--- src/rtl/rti_unit.sv ---
// ---------------------------------------------------------------------------
// rti_unit -- return-from-interrupt sequencer
//
// Unwinds the interrupt entry sequence. When decode presents an RTI, fetch is
// stalled and three POP instructions are injected in reverse push order:
// PC high, PC low, then CCR. The words those POPs write back are captured
// from the writeback bus in any order. Once all three have been seen, the
// 32-bit PC and the CCR are presented together with one-cycle load strobes,
// so the interrupted program resumes.
//
// Optional feature macro: RTI_TIMEOUT_EN
//   defined   : WAIT_WB gives up after WB_TIMEOUT cycles with an incomplete
//               capture set, raises the sticky err flag and returns to IDLE
//               without load strobes.
//   undefined : WAIT_WB waits indefinitely, no counter exists, err is 0.
//
// Parameters
//   CCR_W       width of the restored condition-code register
//   WB_TIMEOUT  WAIT_WB cycle budget (RTI_TIMEOUT_EN only)
//
// Ports
//   clk          rising-edge clock
//   reset        synchronous active-low reset
//   enable       block enable; 0 returns to IDLE and clears captures
//   rti_req      RTI present in decode (sampled in IDLE only)
//   wb_valid     writeback stage writes a register this cycle
//   wb_reg_id    writeback destination (PCL=8, PCH=9, CCR=10)
//   wb_data      writeback data
//   stall        hold fetch / PC
//   inject       instruction replaces the fetched word
//   instruction  injected instruction
//   PC_VALUE     restored PC {pc_hi, pc_lo}
//   pc_load      one-cycle strobe: load PC_VALUE
//   ccr_value    restored CCR
//   ccr_load     one-cycle strobe: load ccr_value
//   busy         sequence in progress
//   err          sticky writeback-timeout flag
// ---------------------------------------------------------------------------
module rti_unit #(
  parameter int CCR_W      = 4,
  parameter int WB_TIMEOUT = 15
) (
  input  logic             clk,
  input  logic             reset,
  input  logic             enable,
  input  logic             rti_req,
  input  logic             wb_valid,
  input  logic [3:0]       wb_reg_id,
  input  logic [15:0]      wb_data,
  output logic             stall,
  output logic             inject,
  output logic [15:0]      instruction,
  output logic [31:0]      PC_VALUE,
  output logic             pc_load,
  output logic [CCR_W-1:0] ccr_value,
  output logic             ccr_load,
  output logic             busy,
  output logic             err
);

  localparam logic [15:0] OP_NOP     = 16'h0000;
  localparam logic [15:0] OP_POP_PCH = 16'h7009;
  localparam logic [15:0] OP_POP_PCL = 16'h7008;
  localparam logic [15:0] OP_POP_CCR = 16'h700A;

  localparam logic [3:0] ID_PCL = 4'd8;
  localparam logic [3:0] ID_PCH = 4'd9;
  localparam logic [3:0] ID_CCR = 4'd10;

  typedef enum logic [2:0] {
    S_IDLE,
    S_DRAIN,
    S_POP_PCH,
    S_POP_PCL,
    S_POP_CCR,
    S_WAIT_WB,
    S_RESTORE
  } state_t;

  state_t state_reg, state_next;

  // Captured words and the got mask: bit2 = PC high, bit1 = PC low, bit0 = CCR
  logic [15:0]      pc_hi_reg, pc_hi_next;
  logic [15:0]      pc_lo_reg, pc_lo_next;
  logic [CCR_W-1:0] ccr_cap_reg, ccr_cap_next;
  logic [2:0]       got_reg, got_next;

  // Output registers
  logic             stall_reg, inject_reg, busy_reg, pc_load_reg, ccr_load_reg;
  logic [15:0]      instr_reg;
  logic [31:0]      pc_value_reg;
  logic [CCR_W-1:0] ccr_value_reg;

  // Output decode of the state being entered
  logic             stall_d, inject_d, busy_d, load_d;
  logic [15:0]      instr_d;

  logic             timeout_hit;

  // -------------------------------------------------------------------------
  // Capture path. Writebacks can overlap the POP injection itself, so capture
  // is live in every state but IDLE. The combinational next values are used
  // by the FSM so that the third capture and the move to RESTORE share an
  // edge.
  // -------------------------------------------------------------------------
  always_comb begin
    pc_hi_next   = pc_hi_reg;
    pc_lo_next   = pc_lo_reg;
    ccr_cap_next = ccr_cap_reg;
    got_next     = got_reg;
    if (state_reg == S_IDLE) begin
      if (rti_req) begin
        got_next = 3'b000;
      end
    end else if (wb_valid) begin
      case (wb_reg_id)
        ID_PCH: begin
          pc_hi_next  = wb_data;
          got_next[2] = 1'b1;
        end
        ID_PCL: begin
          pc_lo_next  = wb_data;
          got_next[1] = 1'b1;
        end
        ID_CCR: begin
          ccr_cap_next = wb_data[CCR_W-1:0];
          got_next[0]  = 1'b1;
        end
        default: ;
      endcase
    end
  end

`ifdef RTI_TIMEOUT_EN
  localparam int CNT_W = $clog2(WB_TIMEOUT + 1);
  localparam logic [CNT_W-1:0] CNT_LAST = CNT_W'(WB_TIMEOUT - 1);

  // Counts cycles already spent in WAIT_WB; zero on the first WAIT_WB cycle.
  logic [CNT_W-1:0] wait_cnt_reg;
  logic             err_reg;
`endif

  // -------------------------------------------------------------------------
  // Next-state logic
  // -------------------------------------------------------------------------
  always_comb begin
    state_next  = state_reg;
    timeout_hit = 1'b0;
    case (state_reg)
      S_IDLE:    if (rti_req) state_next = S_DRAIN;
      S_DRAIN:   state_next = S_POP_PCH;
      S_POP_PCH: state_next = S_POP_PCL;
      S_POP_PCL: state_next = S_POP_CCR;
      S_POP_CCR: state_next = S_WAIT_WB;
      S_WAIT_WB: begin
        if (got_next == 3'b111) begin
          state_next = S_RESTORE;
        end
`ifdef RTI_TIMEOUT_EN
        else if (wait_cnt_reg == CNT_LAST) begin
          // Budget exhausted on this cycle: abandon without loading anything.
          state_next  = S_IDLE;
          timeout_hit = 1'b1;
        end
`endif
      end
      S_RESTORE: state_next = S_IDLE;
      default:   state_next = S_IDLE;
    endcase
  end

  // -------------------------------------------------------------------------
  // Output decode. Outputs are registered from the state being entered, so
  // each output register always reflects the current state.
  // -------------------------------------------------------------------------
  always_comb begin
    stall_d  = 1'b0;
    inject_d = 1'b0;
    busy_d   = 1'b1;
    load_d   = 1'b0;
    instr_d  = OP_NOP;
    case (state_next)
      S_IDLE:    busy_d = 1'b0;
      S_DRAIN:   stall_d = 1'b1;
      S_POP_PCH: begin
        stall_d  = 1'b1;
        inject_d = 1'b1;
        instr_d  = OP_POP_PCH;
      end
      S_POP_PCL: begin
        stall_d  = 1'b1;
        inject_d = 1'b1;
        instr_d  = OP_POP_PCL;
      end
      S_POP_CCR: begin
        stall_d  = 1'b1;
        inject_d = 1'b1;
        instr_d  = OP_POP_CCR;
      end
      S_WAIT_WB: stall_d = 1'b1;
      S_RESTORE: load_d = 1'b1;
      default:   busy_d = 1'b0;
    endcase
  end

  // -------------------------------------------------------------------------
  // State, capture and output registers. enable=0 behaves like reset except
  // that the sticky err flag survives.
  // -------------------------------------------------------------------------
  always_ff @(posedge clk) begin
    if (!reset || !enable) begin
      state_reg     <= S_IDLE;
      pc_hi_reg     <= '0;
      pc_lo_reg     <= '0;
      ccr_cap_reg   <= '0;
      got_reg       <= '0;
      stall_reg     <= 1'b0;
      inject_reg    <= 1'b0;
      busy_reg      <= 1'b0;
      pc_load_reg   <= 1'b0;
      ccr_load_reg  <= 1'b0;
      instr_reg     <= OP_NOP;
      pc_value_reg  <= '0;
      ccr_value_reg <= '0;
    end else begin
      state_reg    <= state_next;
      pc_hi_reg    <= pc_hi_next;
      pc_lo_reg    <= pc_lo_next;
      ccr_cap_reg  <= ccr_cap_next;
      got_reg      <= got_next;
      stall_reg    <= stall_d;
      inject_reg   <= inject_d;
      busy_reg     <= busy_d;
      pc_load_reg  <= load_d;
      ccr_load_reg <= load_d;
      instr_reg    <= instr_d;
      // Restored values latch only on entry to RESTORE and then hold.
      if (state_next == S_RESTORE && state_reg != S_RESTORE) begin
        pc_value_reg  <= {pc_hi_next, pc_lo_next};
        ccr_value_reg <= ccr_cap_next;
      end
    end
  end

`ifdef RTI_TIMEOUT_EN
  always_ff @(posedge clk) begin
    if (!reset) begin
      wait_cnt_reg <= '0;
      err_reg      <= 1'b0;
    end else if (!enable) begin
      wait_cnt_reg <= '0;
    end else begin
      // Zero whenever outside WAIT_WB, so it is clear on every entry.
      if (state_next == S_WAIT_WB && state_reg == S_WAIT_WB) begin
        wait_cnt_reg <= wait_cnt_reg + 1'b1;
      end else begin
        wait_cnt_reg <= '0;
      end
      if (timeout_hit) begin
        err_reg <= 1'b1;
      end
    end
  end

  assign err = err_reg;
`else
  assign err = 1'b0;
`endif

  assign stall       = stall_reg;
  assign inject      = inject_reg;
  assign instruction = instr_reg;
  assign PC_VALUE    = pc_value_reg;
  assign pc_load     = pc_load_reg;
  assign ccr_value   = ccr_value_reg;
  assign ccr_load    = ccr_load_reg;
  assign busy        = busy_reg;

endmodule

--- config.mk ---
export PLATFORM = sky130hd
export DESIGN_NAME = rti_unit
export DESIGN_NICKNAME = d
export VERILOG_FILES = /design/src/rtl/rti_unit.sv
export SDC_FILE = /design/constraint.sdc
export NUM_CORES = 1
export LEC_CHECK = 0
export CAP_MARGIN = 10
export CORE_ASPECT_RATIO = 0.5
export CORE_MARGIN = 2
export CORE_UTILIZATION = 39
export DETAILED_ROUTE_END_ITERATION = 16
export PLACE_DENSITY_LB_ADDON = 0.12
export SETUP_SLACK_MARGIN = 0.02
export SYNTH_ARGS = -nofsm -noshare
export SYNTH_HDL_FRONTEND = slang
export SYNTH_SLANG_ARGS = --single-unit
export TNS_END_PERCENT = 100
--- constraint.sdc ---
create_clock -name clk -period 2.7 [get_ports clk]
set_input_delay 0.54 -clock clk [delete_from_list [all_inputs] [get_ports clk]]
set_output_delay 0.54 -clock clk [all_outputs]
set_load 0.02 [all_outputs]
* Yosys cells after proc, flatten, opt, wreduce, memory -nomap -nowiden
Cells that the tools add are included.
** Word-level totals
- Bits of input ports :: 25
- Bits in registers :: 98
- Word-level logic and storage cells :: 59
** Cells by class
- Eq/ne operators :: 16
- Muxes and demuxes :: 23
- Reductions and logical operators :: 8
** Operator list (number)
- 16-bit 2-to-1 mux :: 6
- 15-bit case mux with 3 select lines :: 1
- 3-bit == test (second input constant) :: 6
- 3-bit case mux with 6 select lines :: 1
- 3-bit 2-to-1 mux :: 5
- 3-bit by 2-bit == test with 1-bit output (second input constant) :: 4
- 4-bit == test (second input constant) :: 3
- 4-bit 2-to-1 mux :: 3
- 1-bit 2-to-1 mux :: 7
- 3-bit by 1-bit == test with 1-bit output (second input constant) :: 2
- 6-bit OR reduction :: 1
- 5-bit OR reduction :: 1
- 3-bit zero test :: 1
- 3-bit != test (second input constant) :: 1
- 3-bit OR reduction :: 1
- 1-bit zero test :: 2
- 1-bit logical AND :: 1
- 1-bit logical OR :: 1

* Longest topological paths before layout
Gate-level depths: netlist of the first run.
- Depth after elaboration :: 10
- Mapped depth :: 8

* Least setup slack after synthesis of the first run
OpenSTA, ideal clock, no wires.
- Path kind :: input to register
- Start :: input port wb_reg_id[0]
- End :: register pc_value_reg[0] (netlist: PC_VALUE[0])
- Data required time :: 2.579 ns
- Stages on the path :: 7
- Path buffers :: 3
- Library setup time :: 0.121 ns
- Setup slack :: 0.643 ns
- Data arrival time :: 1.936 ns
- Cell sequence :: buf_2 -> nand4b_1 -> or3_1 -> a31o_1 -> buf_6 -> buf_12 -> mux2_4
** On the way
- Longest elaborated chain between the ends :: 9
- Elaborated cells between the ends (all ways) :: 16
- Those cells by class :: 5 x eq/ne; 10 x mux; 1 x reduce/logical
** Ends and longest elaborated chain
- start: declaration :: line 48 : input logic [3:0] wb_reg_id,
- 4-bit == test :: line 116 : case (wb_reg_id)
- 1-bit 2-to-1 mux :: line 116
- 3-bit 2-to-1 mux :: line 115 : end else if (wb_valid) begin
- 3-bit 2-to-1 mux :: line 111 : if (state_reg == S_IDLE) begin
- 3-bit == test :: line 156 : if (got_next == 3'b111) begin
- 3-bit 2-to-1 mux :: line 156
- 3-bit case mux with 6 select lines :: line 149 : case (state_reg)
- 3-bit == test :: line 238 : if (state_next == S_RESTORE && state_reg != S_RESTORE) begin
- 1-bit logical AND :: line 238
- end signal: assignment :: line 239 : pc_value_reg <= {pc_hi_next, pc_lo_next};
- end: declaration :: line 91 : logic [31:0] pc_value_reg;
Several ways; a longest one is shown, not always the timed one.
A chain may end at the register's enable or synchronous reset.

* Final worst setup path of the first run
- Start :: input port rti_req
- End :: register pc_value_reg[25] (netlist: PC_VALUE[25])
** On the way
- Longest elaborated chain between the ends :: 7
- Elaborated cells between the ends (all ways) :: 8
- Those cells by class :: 2 x eq/ne; 5 x mux; 1 x reduce/logical
** Ends and longest elaborated chain
- start: declaration :: line 46 : input logic rti_req,
- 3-bit 2-to-1 mux :: line 112 : if (rti_req) begin
- 3-bit 2-to-1 mux :: line 111
- 3-bit == test :: line 156
- 3-bit 2-to-1 mux :: line 156
- 3-bit case mux with 6 select lines * :: line 149
- 3-bit == test * :: line 238
- 1-bit logical AND * :: line 238
Every way passes the cells marked *; elsewhere a longest branch is shown, timed or not.

==> out/qor.yml, run 1 <==
cts_made_buffers: 9
gp_congestion: 0.766
rsz0062_at_grt: "no"
cts_hold_buffers: 0
clk_latency_ps: 340
clk_pin_slew_ps: 60
dieArea_mm2: 0.0106
maxSlewHeadroom: 0.448
drc: 0
htreeDepth: 3
worstPathMaxFanout: 20
syn_area_per_cell_um2: 10.2
fill_cells: 837
yosysWarningCount: 0
ys_ff_latch: 84
yosys_most_used_dff: "dfxtp_1"
post-synth-top-area-fraction: 0.443
hpwl_um: 6090
diodes: 0
vdd_drop_max_mv: 0.325
vias: 2976
avgViaCountPerCell: 5.34
yosys.area.top_type: "dfxtp_1"
rr_startpoint: "state_reg[2]"
drt_iter0_markers: 149
min_path_type: "reg2reg"
synth_most_common_cell: "dfxtp_1"
io_buffers: 71
clockBufferDepth: 2
status: "completed"
start_util: 0.402
min_from: "pc_lo_reg[15]"
ys_top_cells_by_area: "dfxtp_1 44%, mux2_4 11%, o31ai_1 6.5%"
grt_usage: 0.188
synthesis.instances: 372
wl_per_cell_um: 17.1
p_total_mw: 2.85
yosysUniqueCellTypes: 40
setup_viol: 0
required_ps: 2930
multi_input_area_mm2: 0.00178
crit_arrival_ps: 2530
postCtsSetupBuffers: 0
final_antenna_net_count: 0
row_count: 25
cp-start-kind: "input port"
fin_tns_setup_ps: 0
end_kind: "flop"
wl_um: 9540
p_leak_nw: 1.93
ys_top_cells_by_count: "84 x dfxtp_1, 36 x and3_1, 35 x a21oi_1"
area_delta_synth_final_pct: 27.5
cts_root_buf: "clkbuf_16"
max_clock_freq_mhz: 435
dpl_cell_area_mm2: 0.00449
final_max_slew_viol_count: 0
worstMarginPinSlew_ps: 827
drive_gt1_frac: 0.173
antenna_found_initial: 0
startpoint: "rti_req"
overflow: 0
clock-sinks: 84
cts_tree: "built"
drt_pass1_iterations: 4
synth-edff-count: 0
maxCapViolCount: 0
period_needed_ps: 2300
grt_pass1_wl_um: 15200
skew_ps: 2.80
core_region_area_mm2: 0.00945
period_share: 0.852
hold_viol_final: 0
hold_ws_ps: 479
num_io_pins: 83
post-route-util: 0.512
ff_latch_area_mm2: 0.00168
die_x_um: 143
ys_async_sr_fraction: 0
grt_max_degree: 42
postCtsResizedCells: 0
ys_seq_area_frac: 0.443
final_nets: 442
power_density_mw_per_mm2: 589
first_global_vias: 2898
netlist_area_mm2: 0.00379
die_y_um: 73.7
postLayoutCellArea_mm2: 0.00484
criticalPathCategory: "in2reg"
largest_reg_flops: 32
-- logic make-up after synthesis --
| family | synth area share |
|---|---|
| other | 0.000988 |
| multiplexers | 0.139 |
| flip-flops | 0.443 |
| buffers and inverters | 0.0996 |
| AO/OA/AOI/OAI | 0.145 |
| AND/OR/NAND/NOR | 0.173 |
-- layer usage --
| metal | vias to the layer above | part of all wire | track usage |
|---|---|---|---|
| met4 | 0 | 0.0093 | 0.0512 |
| met5 | - | 0 | 0 |
| met3 | 10 | 0.053 | 0.0580 |
| met1 | 1432 | 0.49 | 0.246 |
| li1 | 1450 | - | - |
| met2 | 84 | 0.45 | 0.306 |
-- placed cells by master (no fill, tap or decap), types with 2 or more instances in the layout --
cell             count
a21oi_1             35
nor4_1               4
nor2b_1              2
o31a_1               4
o21a_1               4
inv_1                6
conb_1              11
dfxtp_1             84
bufinv_16            3
nor3_1               2
a31o_2               2
buf_4                9
mux2_2               8
and3_1              36
or3_1                3
and2_1               2
nand2_1              4
o31ai_1             33
clkbuf_16            9
nor2_1               5
clkdlybuf4s50_1     71
buf_12               3
mux2_4              29
a32oi_1              2
nand4_1             33
-- report_power, final --
part / switching, mW / internal [mW]
clock: 0.495 / 0.928
combinational: 0.121 / 0.0596
sequential: 0.00353 / 1.24
total: 0.620 / 2.23
-- layout make-up --
type / count / area share
sequential: 84 / 0.348
clock buffer: 10 / 0.0494
timing repair buffer: 83 / 0.173
multi-input combinational: 233 / 0.367
tap: 135 / 0.0349
clock inverter: 6 / 0.0230
inverter: 6 / 0.00465
-- final timing paths --
kind / to / slack, ps / depth (start not counted)
max reg2reg: PC_VALUE[25] / 620 / 5
min: pc_lo_reg[15] / 480 / 2
min reg2reg: pc_lo_reg[15] / 480 / 2
max: PC_VALUE[25] / 400 / 6
-- worst max-delay path, stage by stage --
cell             delay [ps]
clkdlybuf4s50_1         510
or4b_4                  510
nand4_2                 140
a31o_2                  250
buf_12                  210
mux2_2                  350
-- per-stage QoR --
| stage | setup WS, ps | instances |
|---|---|---|
| final | 400 | 557 |
| after global routing | 325 | 557 |
| after CTS | 394 | 557 |
| after detailed placement | 43.0 | 541 |
| after global placement | 108 | 541 |
| after floorplan | 643 | 382 |
Note: power is estimated with default switching activity, not from simulation.
==> run 2, diff against run 1 <==
==> constraint.sdc (replaced) <==
create_clock -name clk -period 2.7 [get_ports clk]
set_input_delay 0.405 -clock clk [delete_from_list [all_inputs] [get_ports clk]]
set_output_delay 0.405 -clock clk [all_outputs]
set_load 0.02 [all_outputs]
==> run 2 against run 1 <==
Global-route usage is 0.32 points higher. Die area stayed put. Clock skew rose by 6.0 ps. Critical path depth unchanged. Total power fell by 2.8%. Setup slack improved by 130 ps. First-iteration DRC count grew 26%. Maximum frequency up 6.2%. Clock power shrank 6%. Routed wire length fell by 0.64%. Hold slack worse by 1.5 ps.
==> out/qor.yml, run 2 (synthesis gave the netlist of run 1 again) <==
status: "completed"
min_from: "pc_hi_reg[7]"
required_ps: 2920  # about the same
wl_um: 9480  # -0.64%
grt_usage: 0.192  # +0.00322
drive_gt1_frac: 0.177  # +0.00390
fin_tns_setup_ps: 0  # unchanged
clock-sinks: 84  # unchanged
reg2reg_slack_ps: 630  # about the same
dieArea_mm2: 0.0106  # unchanged
period_share: 0.802  # -0.0498
die_x_um: 143  # unchanged
final_antenna_net_count: 0  # unchanged
final_nets: 444  # +0.45%
layout_common_cells: "84 x dfxtp_1, 71 x clkdlybuf4s50_1, 36 x and3_1, 35 x a21oi_1"
drt_pass1_iterations: 5  # +1
diodes: 0  # unchanged
grt_pass1_wl_um: 15500  # +2.4%
clk_latency_ps: 340  # about the same
hold_depth: 2  # unchanged
rr_startpoint: "state_reg[2]"
maxCapViolCount: 0  # unchanged
grt_max_degree: 43  # +2.4%
cp-start-kind: "input port"
min_path_type: "reg2reg"
num_io_pins: 83  # unchanged
p_leak_nw: 1.93  # -0.30%
hpwl_um: 6120  # +0.48%
cts_made_buffers: 9  # unchanged
area_delta_synth_final_pct: 26.9
end_kind: "flop"
overflow: 0  # unchanged
start_util: 0.402  # unchanged
crit_arrival_ps: 2390  # -140 ps
postCtsResizedCells: 0  # unchanged
largest_reg_flops: 32  # unchanged
cts_hold_buffers: 0  # unchanged
die_y_um: 73.7  # unchanged
vdd_drop_max_mv: 0.331  # +1.8%
final_max_slew_viol_count: 0  # unchanged
wl_per_cell_um: 17.0  # -0.99%
row_count: 25  # unchanged
clockBufferDepth: 2  # unchanged
core_region_area_mm2: 0.00945  # unchanged
setup_viol: 0  # unchanged
first_global_vias: 2934  # +1.2%
drt_iter0_markers: 188  # +26%
cts_root_buf: "clkbuf_16"
r2r_cells: 5  # unchanged
rsz0062_at_grt: "no"
final_common_cell: "dfxtp_1"
hold_viol_final: 0  # unchanged
maxSlewHeadroom: 0.432  # -0.0162
io_buffers: 71  # unchanged
antenna_found_initial: 0  # unchanged
worstPathMaxFanout: 20  # unchanged
cts_tree: "built"
vias: 2999  # +0.77%
fill_cells: 870  # +3.9%
avgViaCountPerCell: 5.36  # +0.41%
hold_ws_ps: 477  # -1.55 ps
htreeDepth: 3  # unchanged
criticalPathCategory: "in2reg"
drc: 0  # unchanged
clk_pin_slew_ps: 60  # about the same
skew_ps: 8.82  # +6.02 ps
gp_congestion: 0.784  # +2.3%
max_clock_freq_mhz: 462  # +6.2%
reg2reg_to: "PC_VALUE[27]"
period_needed_ps: 2170  # -135 ps
postCtsSetupBuffers: 0  # unchanged
power_density_mw_per_mm2: 575  # -2.4%
hold_end: "pc_hi_reg[7]"
worstMarginPinSlew_ps: 851  # +24.3 ps
## run 2: cell count changes in the layout (fill, tap and decap cells not counted)
cell	previous run	this run
buf_4	9	12
bufinv_16	3	2
clkinv_2	1	2
inv_6	0	1
buf_12	3	2
clkinv_4	1	0
## run 2: final cells by class
type / count / area, um2 / share of cell area
Clock buffer: 10 / 239 / 0.0496
Clock inverter: 6 / 86.3 / 0.0179
Inverter: 6 / 22.5 / 0.00468
Multi-Input combinational cell: 233 / 1780 / 0.369
Sequential cell: 84 / 1680 / 0.349
Tap cell: 135 / 169 / 0.0351
Timing Repair Buffer: 85 / 841 / 0.175
## run 2: worst max path at each step
stage,end,from,slack [ps],cells past startpoint
5_1_grt,PC_VALUE[9],wb_reg_id[0],460,6
6_report,PC_VALUE[27],rti_req,530,6
3_5_place_dp,PC_VALUE[27],rti_req,200,6
2_1_floorplan,PC_VALUE[0],state_reg[0],760,7
4_1_cts,PC_VALUE[27],rti_req,540,6
3_3_place_gp,PC_VALUE[27],rti_req,240,6
## run 2: critical path: stages
cell             delay (ps)
clkdlybuf4s50_1         510
or4b_4                  510
nand4_2                 130
a31o_2                  250
buf_12                  210
mux2_2                  350
## run 2: metrics by stage
| step | cell area (um2) | util | std cells | setup slack (ps) | power (mW) |
|---|---|---|---|---|---|
| final | 4820 | 0.510 | 559 | 535 | 2.77 |
| after CTS | 4820 | 0.510 | 559 | 545 | 2.79 |
| after detailed placement | 4490 | 0.475 | 543 | 197 | 1.45 |
| after global routing | 4820 | 0.510 | 559 | 460 | 2.86 |
| after global placement | 4490 | 0.475 | 543 | 240 | 1.45 |
| after floorplan | 3830 | - | 382 | 759 | 1.39 |
## run 2: where the power goes
group | total [mW] | leakage, nW | switching, mW | internal, mW
sequential | 1.25 | 0.677 | 0.00354 | 1.24
combinational | 0.181 | 1.09 | 0.121 | 0.0596
clock | 1.34 | 0.159 | 0.507 | 0.835
total | 2.77 | 1.93 | 0.632 | 2.14
## run 2: routing by layer
metal	up-vias	track usage	share of wire
met5	-	0	0
met4	0	0.0523	0.0086
met3	7	0.0580	0.060
met2	112	0.301	0.45
met1	1435	0.258	0.49
li1	1445	-	-
==> run 3, diff against run 2 <==
Clock period 2.7 ns to 2.1 ns, I/O delays scaled along.
==> run 3 against run 2 <==
Setup slack got worse by 450 ps. Routed wire length is 0.18% higher. Count of clock-buffer cells in the layout increased by 2. Combinational power up 37%. Register-to-register slack worse by 530 ps. Total power up 19%. Largest cell class unchanged.
==> out/qor.yml, run 3 (synthesis gave the netlist of run 1 again) <==
status: "completed"
min_path_type: "reg2reg"
vdd_drop_max_mv: 0.464  # +40%
postCtsSetupBuffers: 0  # unchanged
gp_congestion: 0.788  # +0.59%
grt_max_degree: 43  # unchanged
grt_usage: 0.189  # -0.00256
setup_viol: 0  # unchanged
clk_latency_ps: 340  # about the same
grt_pass1_wl_um: 15300  # -1.6%
required_ps: 2320  # -600 ps
io_buffers: 71  # unchanged
crit_buf_inv: 2  # unchanged
start_util: 0.402  # unchanged
clock-sinks: 84  # unchanged
crit_end: "PC_VALUE[28]"
period_share: 0.961
p_total_mw: 3.29  # +19%
end_kind: "flop"
row_count: 25  # unchanged
die_y_um: 73.7  # unchanged
pre_cts_ws_ps: -254  # -451 ps
criticalPathCategory: "in2reg"
overflow: 0  # unchanged
die_x_um: 143  # unchanged
cts_tree: "built"
setup_ws_ps: 82.1  # -453 ps
wl_per_cell_um: 16.8  # -1.2%
max_clock_freq_mhz: 496
hold_depth: 2  # unchanged
postLayoutCellArea_mm2: 0.00486  # +0.91%
fill_cells: 841  # -3.3%
htreeDepth: 3  # unchanged
hold_viol_final: 0  # unchanged
reg2reg_to: "PC_VALUE[28]"
area_delta_synth_final_pct: 28.1
final_antenna_net_count: 0  # unchanged
final_nets: 452  # +1.8%
cts_root_buf: "clkbuf_16"
worstPathMaxFanout: 23  # +15%
reg2reg_slack_ps: 100  # -530 ps
avgViaCountPerCell: 5.36  # about the same
postCtsResizedCells: 0  # unchanged
cp_slowest_cell: "clkdlybuf4s50_1"
cp.depth: 6  # unchanged
cp-start-kind: "input port"
crit_arrival_ps: 2240  # -150 ps
clockBufferDepth: 2  # unchanged
p_leak_nw: 1.95  # +1.1%
final_max_slew_viol_count: 0  # unchanged
layout_common_cells: "84 x dfxtp_1, 71 x clkdlybuf4s50_1, 36 x and3_1, 35 x a21oi_1"
rr_startpoint: "state_reg[1]"
skew_ps: 6.26  # -2.56 ps
drt_pass1_iterations: 5  # unchanged
dpl_cell_area_mm2: 0.00459  # +2.2%
path_cells: "clkdlybuf4s50_1 -> or4b_4 -> nand4_2 -> a31o_2 -> buf_12 -> mux2_2"
r2r_cells: 5  # unchanged
drc: 0  # unchanged
rsz0062_at_grt: "yes"
drt_iter0_markers: 186  # -1.1%
startpoint: "rti_req"
wl_um: 9500  # +0.18%
hpwl_um: 6190  # +1.1%
antenna_found_initial: 0  # unchanged
drive_gt1_frac: 0.188  # +0.0106
first_global_vias: 2929  # -0.17%
period_needed_ps: 2020
clk_pin_slew_ps: 60  # about the same
diodes: 0  # unchanged
cts_hold_buffers: 0  # unchanged
vias: 3041  # +1.4%
core_region_area_mm2: 0.00945  # unchanged
power_density_mw_per_mm2: 678  # +18%
largest_reg_flops: 32  # unchanged
final_common_cell: "dfxtp_1"
maxCapViolCount: 0  # unchanged
cts_made_buffers: 9  # unchanged
critPathTopFamily: "buffers and inverters"
num_io_pins: 83  # unchanged
critPathMaxStageDelay_ps: 510  # about the same
dieArea_mm2: 0.0106  # unchanged
[run 3: cell types whose count changed in the layout (fill, tap and decap cells not counted), sizes merged]
cell      previous run  this run
clkbuf              10        12
inv                  7         6
buf                 14        22
bufinv               2         0
clkinvlp             1         2
[run 3: through the flow]
stage | std cells | hold WS [ps] | utilization | setup TNS (ps)
floorplan | 382 | 449 | - | 0
global placement | 551 | 462 | 0.486 | -7060
detailed placement | 551 | 467 | 0.486 | -7400
CTS | 567 | 475 | 0.514 | 0
global route | 567 | 501 | 0.514 | 0
finish | 567 | 475 | 0.514 | 0
[run 3: metal layers]
layer / part of all wire / up-vias / GRT usage
met4: 0.0088 / 0 / 0.0523
met1: 0.47 / 1479 / 0.247
met2: 0.46 / 95 / 0.311
met5: 0 / - / 0
li1: - / 1459 / -
met3: 0.058 / 8 / 0.0528
[run 3: cell type report]
cell class | count | area [um2] | area share
tap | 135 | 169 | 0.0348
clock inverter | 4 | 25.0 | 0.00515
timing repair buffer | 93 | 938 | 0.193
multi-input combinational | 233 | 1780 | 0.366
inverter | 6 | 22.5 | 0.00463
sequential | 84 | 1680 | 0.346
clock buffer | 12 | 246 | 0.0507
[run 3: tightest hold or removal path: cells and delay by family, from the launching register on]
family | cells | cell delay [ps]
compound gates | 2 | 120
flops | 1 | 300
[run 3: how the worst min path moves through the flow]
| stage | from | to |
|---|---|---|
| floorplan | pc_hi_reg[10] | pc_hi_reg[10] |
| global placement | pc_hi_reg[6] | pc_hi_reg[6] |
| detailed placement | pc_lo_reg[13] | pc_lo_reg[13] |
| CTS | pc_lo_reg[13] | pc_lo_reg[13] |
| global route | pc_lo_reg[11] | pc_lo_reg[11] |
| finish | pc_lo_reg[11] | pc_lo_reg[11] |
[run 3: where the power goes]
| part | switching (mW) | total, mW | leakage [nW] | internal (mW) |
|---|---|---|---|---|
| clock | 0.615 | 1.44 | 0.129 | 0.829 |
| sequential | 0.00346 | 1.60 | 0.677 | 1.60 |
| combinational | 0.158 | 0.248 | 1.14 | 0.0901 |
==> RTL edit 1 (settings of run 2) <==
Change the parameter `CCR_W` from 4 to 6.
--- a/src/rtl/rti_unit.sv
+++ b/src/rtl/rti_unit.sv
@@ -37,7 +37,7 @@
 //   err          sticky writeback-timeout flag
 // ---------------------------------------------------------------------------
 module rti_unit #(
-  parameter int CCR_W      = 4,
+  parameter int CCR_W      = 6,
   parameter int WB_TIMEOUT = 15
 ) (
   input  logic             clk,
Ports: changed (resized ccr_value); port bits go from 83 to 85. No check against the original RTL was run, so the function may have changed too.
==> RTL edit 1 against run 2 <==
Final cell count increased by 2.7%. Total power decreased by 2.0%. Via count increased by 3.5%. Non-clock buffer count increased by 2. Worst setup slack improved by 0.014 ns. Routed wire length increased by 3.6%. Sequential cell count increased by 4. Combinational power about the same. Synthesized area increased by 3.8%. Design area increased by 3.0%. Critical endpoint is now PC_VALUE[28]$_SDFFE_PP0P_. Largest cell class unchanged. Largest power group is now registers.
==> RTL edit 1: results (changes against run 2) <==
Routing
  – Initial DRC count: 173 (was 188)
  – Total routed wirelength: 9820 microns (was 9480 microns)
  – Number of nets with antenna violations after routing: 0 (unchanged)
  – Count of TritonRoute iterations in the first routing pass: 4 (was 5)
  – Routed length per placed instance: 17.1 microns (was 17.0 microns)
  – Drt via density: 5.41 (was 5.36)

Yosys
  – Most frequent cells after synthesis: dfxtp_1, and3_1, a21oi_1 (unchanged)
  – Post-synthesis share of cell area spent on full adders, half adders and majority gates: 0% (unchanged)
  – Fraction of the yosys area taken by sequential cells: 44.7% (was 44.3%)
  – Synth Area per Inst: 10.2 sq um (about the same)
  – Number of distinct library cell variants in the gate-level netlist after synthesis: 36 (was 40)
  – Cell types with the largest area share after synthesis: dfxtp_1, mux2_4, and3_1 (was dfxtp_1, mux2_4, o31ai_1)
  – Xor and xnor area share after synthesis: 0% (unchanged)
  – Async set-or-reset flop fraction in the synthesized netlist: 0% (unchanged)
  – Multiplexer fraction of the synthesized cell area: 13.1% (was 13.9%)
  – Number of warnings reported in the yosys synthesis log: 0 (unchanged)
  – Complex-gate fraction of the synthesized area: 15.8% (was 14.5%)

Clocking
  – Clock edge transition at the registers on the reported setup and hold paths: 0.07 ns
  – Root Driver: clkbuf_16 (unchanged)
  – Clock insertion delay at the later pin of the skew report: 0.34 ns (about the same)
  – Max H-tree Level: 3 (unchanged)
  – Clock buffer count from CTS: 9 (unchanged)
  – CTS max path bufs: 2 (unchanged)
  – Postcts setup bufs: 0 (unchanged)
  – CTS resizes: 0 (unchanged)

Placement
  – Final weighted congestion in routability-driven placement: 0.835 (was 0.784)
  – Setup slack at placement: 0.246 ns (was 0.197 ns)
  – Count of buffers inserted at the top-level ports: 73 (was 71)
  – Sum of net half-perimeters after detailed placement: 6470 microns (was 6120 microns)
  – Number of instances in the placed design: 558 (was 543)

Min path
  – Classification of the worst-slack hold path: reg -> reg (unchanged)
  – Hold path depth: 2 (unchanged)

Cells and area
  – Layout cells sized above 1: 17.1% (was 17.7%)
  – Antenna cell count: 0 (unchanged)
  – Number of flip-flops under the largest register name: 32 (unchanged)
  – Final Net Count: 459 (was 444)

Global routing
  – Number of global-route vias before repair: 3045 (was 2934)
  – Initial antenna violation count: 0 (unchanged)
  – GRT Total Usage: 18.5% (was 19.2%)
  – GRT overflow: 0 (unchanged)
  – Largest net degree at the start of global routing: 42 (was 43)
  – Wire length of the first global-routing pass: 15600 microns (was 15500 microns)

Power
  – Leakage: 1.96 nW (was 1.93 nW)
  – Largest voltage drop on the vdd net: 0.262 mV (was 0.331 mV)

Timing
  – Clk_skew: 0.00625 ns (was 0.00882 ns)
  – Transition time at the pin with the least slew margin: 0.863 ns (was 0.851 ns)

Run status
  – Status: complete, no violations (unchanged)

Setup path
  – Length in cells of the worst reg-to-reg path: 5 (unchanged)
  – Arrival time of data at the critical path endpoint: 2.38 ns
  – Highest net fanout along the worst path: 41 (was 20)
## RTL edit 1: changes by cell type after synthesis, sizes merged, moves of 3 or more
| cell | before | now |
|---|---|---|
| and3 | 36 | 40 |
| nor4 | 4 | 0 |
| o21a | 4 | 7 |
| and4 | 0 | 6 |
| clkbuf | 26 | 29 |
| dfxtp | 84 | 88 |
| o31a | 4 | 8 |
## RTL edit 1: kinds of logic (layout without fill, tap and decap cells)
group / after synthesis / count (layout)
simple gates: 104 / 104
compound gates: 90 / 90
flops: 88 / 88
buf+inv: 64 / 107
mux: 39 / 39
other cells: 1 / 11
## RTL edit 1: layout make-up
class | instances | area [sq um]
clock inverter | 7 | 72.6
multi-input combinational | 244 | 1860
sequential | 88 | 1760
tap | 135 | 169
fill | 880 | 4670
inverter | 4 | 15.0
clock buffer | 9 | 225
timing repair buffer | 87 | 861
## RTL edit 1: through the flow
| stage | power, W | utilization, % | instance area, sq um |
|---|---|---|---|
| floorplan | 0.00145 | - | 3980 |
| global placement | 0.00151 | 48.4 | 4660 |
| detailed placement | 0.00151 | 48.4 | 4660 |
| CTS | 0.00275 | 51.5 | 4960 |
| global route | 0.00282 | 51.5 | 4960 |
| finish | 0.00272 | 51.5 | 4960 |
## RTL edit 1: final timing paths
path                                               start                         to  slack (ns)
worst min register to register  pc_lo_reg[15]$_SDFF_PP0_   pc_lo_reg[15]$_SDFF_PP0_        0.48
worst min-delay path            pc_lo_reg[15]$_SDFF_PP0_   pc_lo_reg[15]$_SDFF_PP0_        0.48
worst max register to register   state_reg[0]$_SDFF_PP0_  PC_VALUE[28]$_SDFFE_PP0P_        0.55
worst max-delay path             state_reg[0]$_SDFF_PP0_  PC_VALUE[28]$_SDFFE_PP0P_        0.55
## RTL edit 1: metal layers
metal  global-route usage, %  vias to the layer above  share of wire, %  routed length (microns)
met4                    6.15                        0              0.45                       44
met2                    30.1                       99                47                     4570
li1                        -                     1507                 -                        -
met1                    24.0                     1493                47                     4650
met3                    5.58                        4               5.7                      558
met5                       0                        -                 0                        0
## RTL edit 1: critical path, stage by stage, from the launching register on
cell	delay [ns]
dfxtp_1	0.39
or3_4	0.62
a31o_1	0.34
o211ai_4	0.13
buf_12	0.21
mux2_2	0.34
## RTL edit 1: report_power, final
| part | internal, W | switching [W] | total [W] |
|---|---|---|---|
| clock | 0.000716 | 0.000513 | 0.00123 |
| sequential | 0.00130 | 0.00000352 | 0.00131 |
| combinational | 0.0000592 | 0.000122 | 0.000181 |
| total | 0.00208 | 0.000639 | 0.00272 |
==> RTL edit 2 (settings of run 2) <==
Made on the original files. Re-encode `state_t` (7 states) as Gray code, 3 bits wide.
--- a/src/rtl/rti_unit.sv
+++ b/src/rtl/rti_unit.sv
@@ -68,13 +68,13 @@
   localparam logic [3:0] ID_CCR = 4'd10;
 
   typedef enum logic [2:0] {
-    S_IDLE,
-    S_DRAIN,
-    S_POP_PCH,
-    S_POP_PCL,
-    S_POP_CCR,
-    S_WAIT_WB,
-    S_RESTORE
+    S_IDLE    = 3'b000,
+    S_DRAIN   = 3'b001,
+    S_POP_PCH = 3'b011,
+    S_POP_PCL = 3'b010,
+    S_POP_CCR = 3'b110,
+    S_WAIT_WB = 3'b111,
+    S_RESTORE = 3'b101
   } state_t;
 
   state_t state_reg, state_next;
Check against the original RTL: same outputs for any inputs over 4 cycles, from zero or initial values; so few cycles prove little.
==> RTL edit 2 against run 2 <==
Clock skew is 0.0048 ns lower. Synthesized area down 12%. Design area is 10% lower. Worst setup slack worse by 0.062 ns. Routed wire length decreased by 21%. Highest routed layer unchanged. Combinational power fell by 33%. Sequential cell count unchanged. Largest power group is now registers. Total power shrank 10%. Utilization up 2.0 points.
==> RTL edit 2: results (changes against run 2) <==
Run status
  – Status: complete, no violations (unchanged)

Placement
  – Placed Instance Area: 4050 sq um (was 4490 sq um)
  – Final weighted congestion in routability-driven placement: 0.772 (was 0.784)
  – Number of instances in the placed design: 476 (was 543)
  – Sum of net half-perimeters after detailed placement: 4960 microns (was 6120 microns)

Cells and area
  – Non-clock inverter count: 3 (was 6)
  – Number of non-clock buffers: 80 (was 85)
  – Multi-input gates: 197 (was 233)
  – Final Net Count: 400 (was 444)
  – Multi-input combinational cell area: 1420 sq um (was 1780 sq um)
  – Layout cells sized above 1: 15.3% (was 17.7%)
  – Register fraction of the total cell area: 38.9% (was 34.9%)
  – Layout non-clock buf frac: 18.3% (was 17.5%)

Yosys
  – Number of distinct library cell variants in the gate-level netlist after synthesis: 31 (was 40)
  – Fraction of the yosys area taken by sequential cells: 50.4% (was 44.3%)
  – Cell types with the largest area share after synthesis: dfxtp_1, a211oi_2, mux2i_1 (was dfxtp_1, mux2_4, o31ai_1)

Power
  – Largest voltage drop on the vdd net: 0.319 mV (was 0.331 mV)
  – Leakage: 1.48 nW (was 1.93 nW)

Setup path
  – Arrival time of data at the critical path endpoint: 2.41 ns (was 2.39 ns)
  – Critical path launch point: wb_reg_id[0] (was rti_req)
  – Register-to-register setup slack: 0.67 ns (was 0.63 ns)
  – Highest net fanout along the worst path: 37 (was 20)

Global routing
  – Number of global-route vias before repair: 2531 (was 2934)
  – Largest net degree at the start of global routing: 46 (was 43)
  – Wire length of the first global-routing pass: 12200 microns (was 15500 microns)

Timing
  – Slew margin rel.: 60.2% (was 43.2%)
  – Worst hold slack: 0.485 ns (was 0.477 ns)
  – Clk_skew: 0.00404 ns (was 0.00882 ns)

Routing
  – Routed metal-1 wirelength: 3330 microns (was 4600 microns)
  – Initial DRC count: 78 (was 188)
  – Count of TritonRoute iterations in the first routing pass: 4 (was 5)
  – Total routed wirelength: 7480 microns (was 9480 microns)
  – DR WL met2: 3650 microns (was 4220 microns)
  – Drt via density: 5.06 (was 5.36)

Min path
  – Endpoint with the worst hold slack: got_reg[2]$_SDFF_PP0_ (was pc_hi_reg[7]$_SDFF_PP0_)
  – Min-Delay Startpoint: got_reg[2]$_SDFF_PP0_ (was pc_hi_reg[7]$_SDFF_PP0_)

Die
  – Die Span X: 135 microns (was 143 microns)
[RTL edit 2: worst max-delay path: stages]
cell and delay [ns]:
clkdlybuf4s50_1 0.50, nor4bb_1 0.53, a32o_1 0.25, and2_4 0.55
a211oi_1 0.15
[RTL edit 2: cell families (layout without fill, tap and decap cells)]
logic type	after synthesis	count (layout)	share of synthesized area, %
compound gates	84	84	20.4
flops	84	84	50.4
simple gates	65	65	9.30
buf+inv	47	98	8.63
mux	37	37	11.1
other cells	1	11	0.112
[RTL edit 2: power by group through the flow]
stage | logic, W | clock network, W | registers (W)
5_1_grt | 0.000132 | 0.00119 | 0.00125
3_3_place_gp | 0.000121 | 0 | 0.00128
3_5_place_dp | 0.000122 | 0 | 0.00128
4_1_cts | 0.000123 | 0.00114 | 0.00125
6_report | 0.000122 | 0.00112 | 0.00125
2_1_floorplan | 0.0000726 | 0 | 0.00128
[RTL edit 2: layer usage]
metal	vias to the layer above	track usage, %
met1	1205	19.0
met5	-	0
met4	0	4.56
li1	1204	-
met3	8	6.07
met2	67	29.0
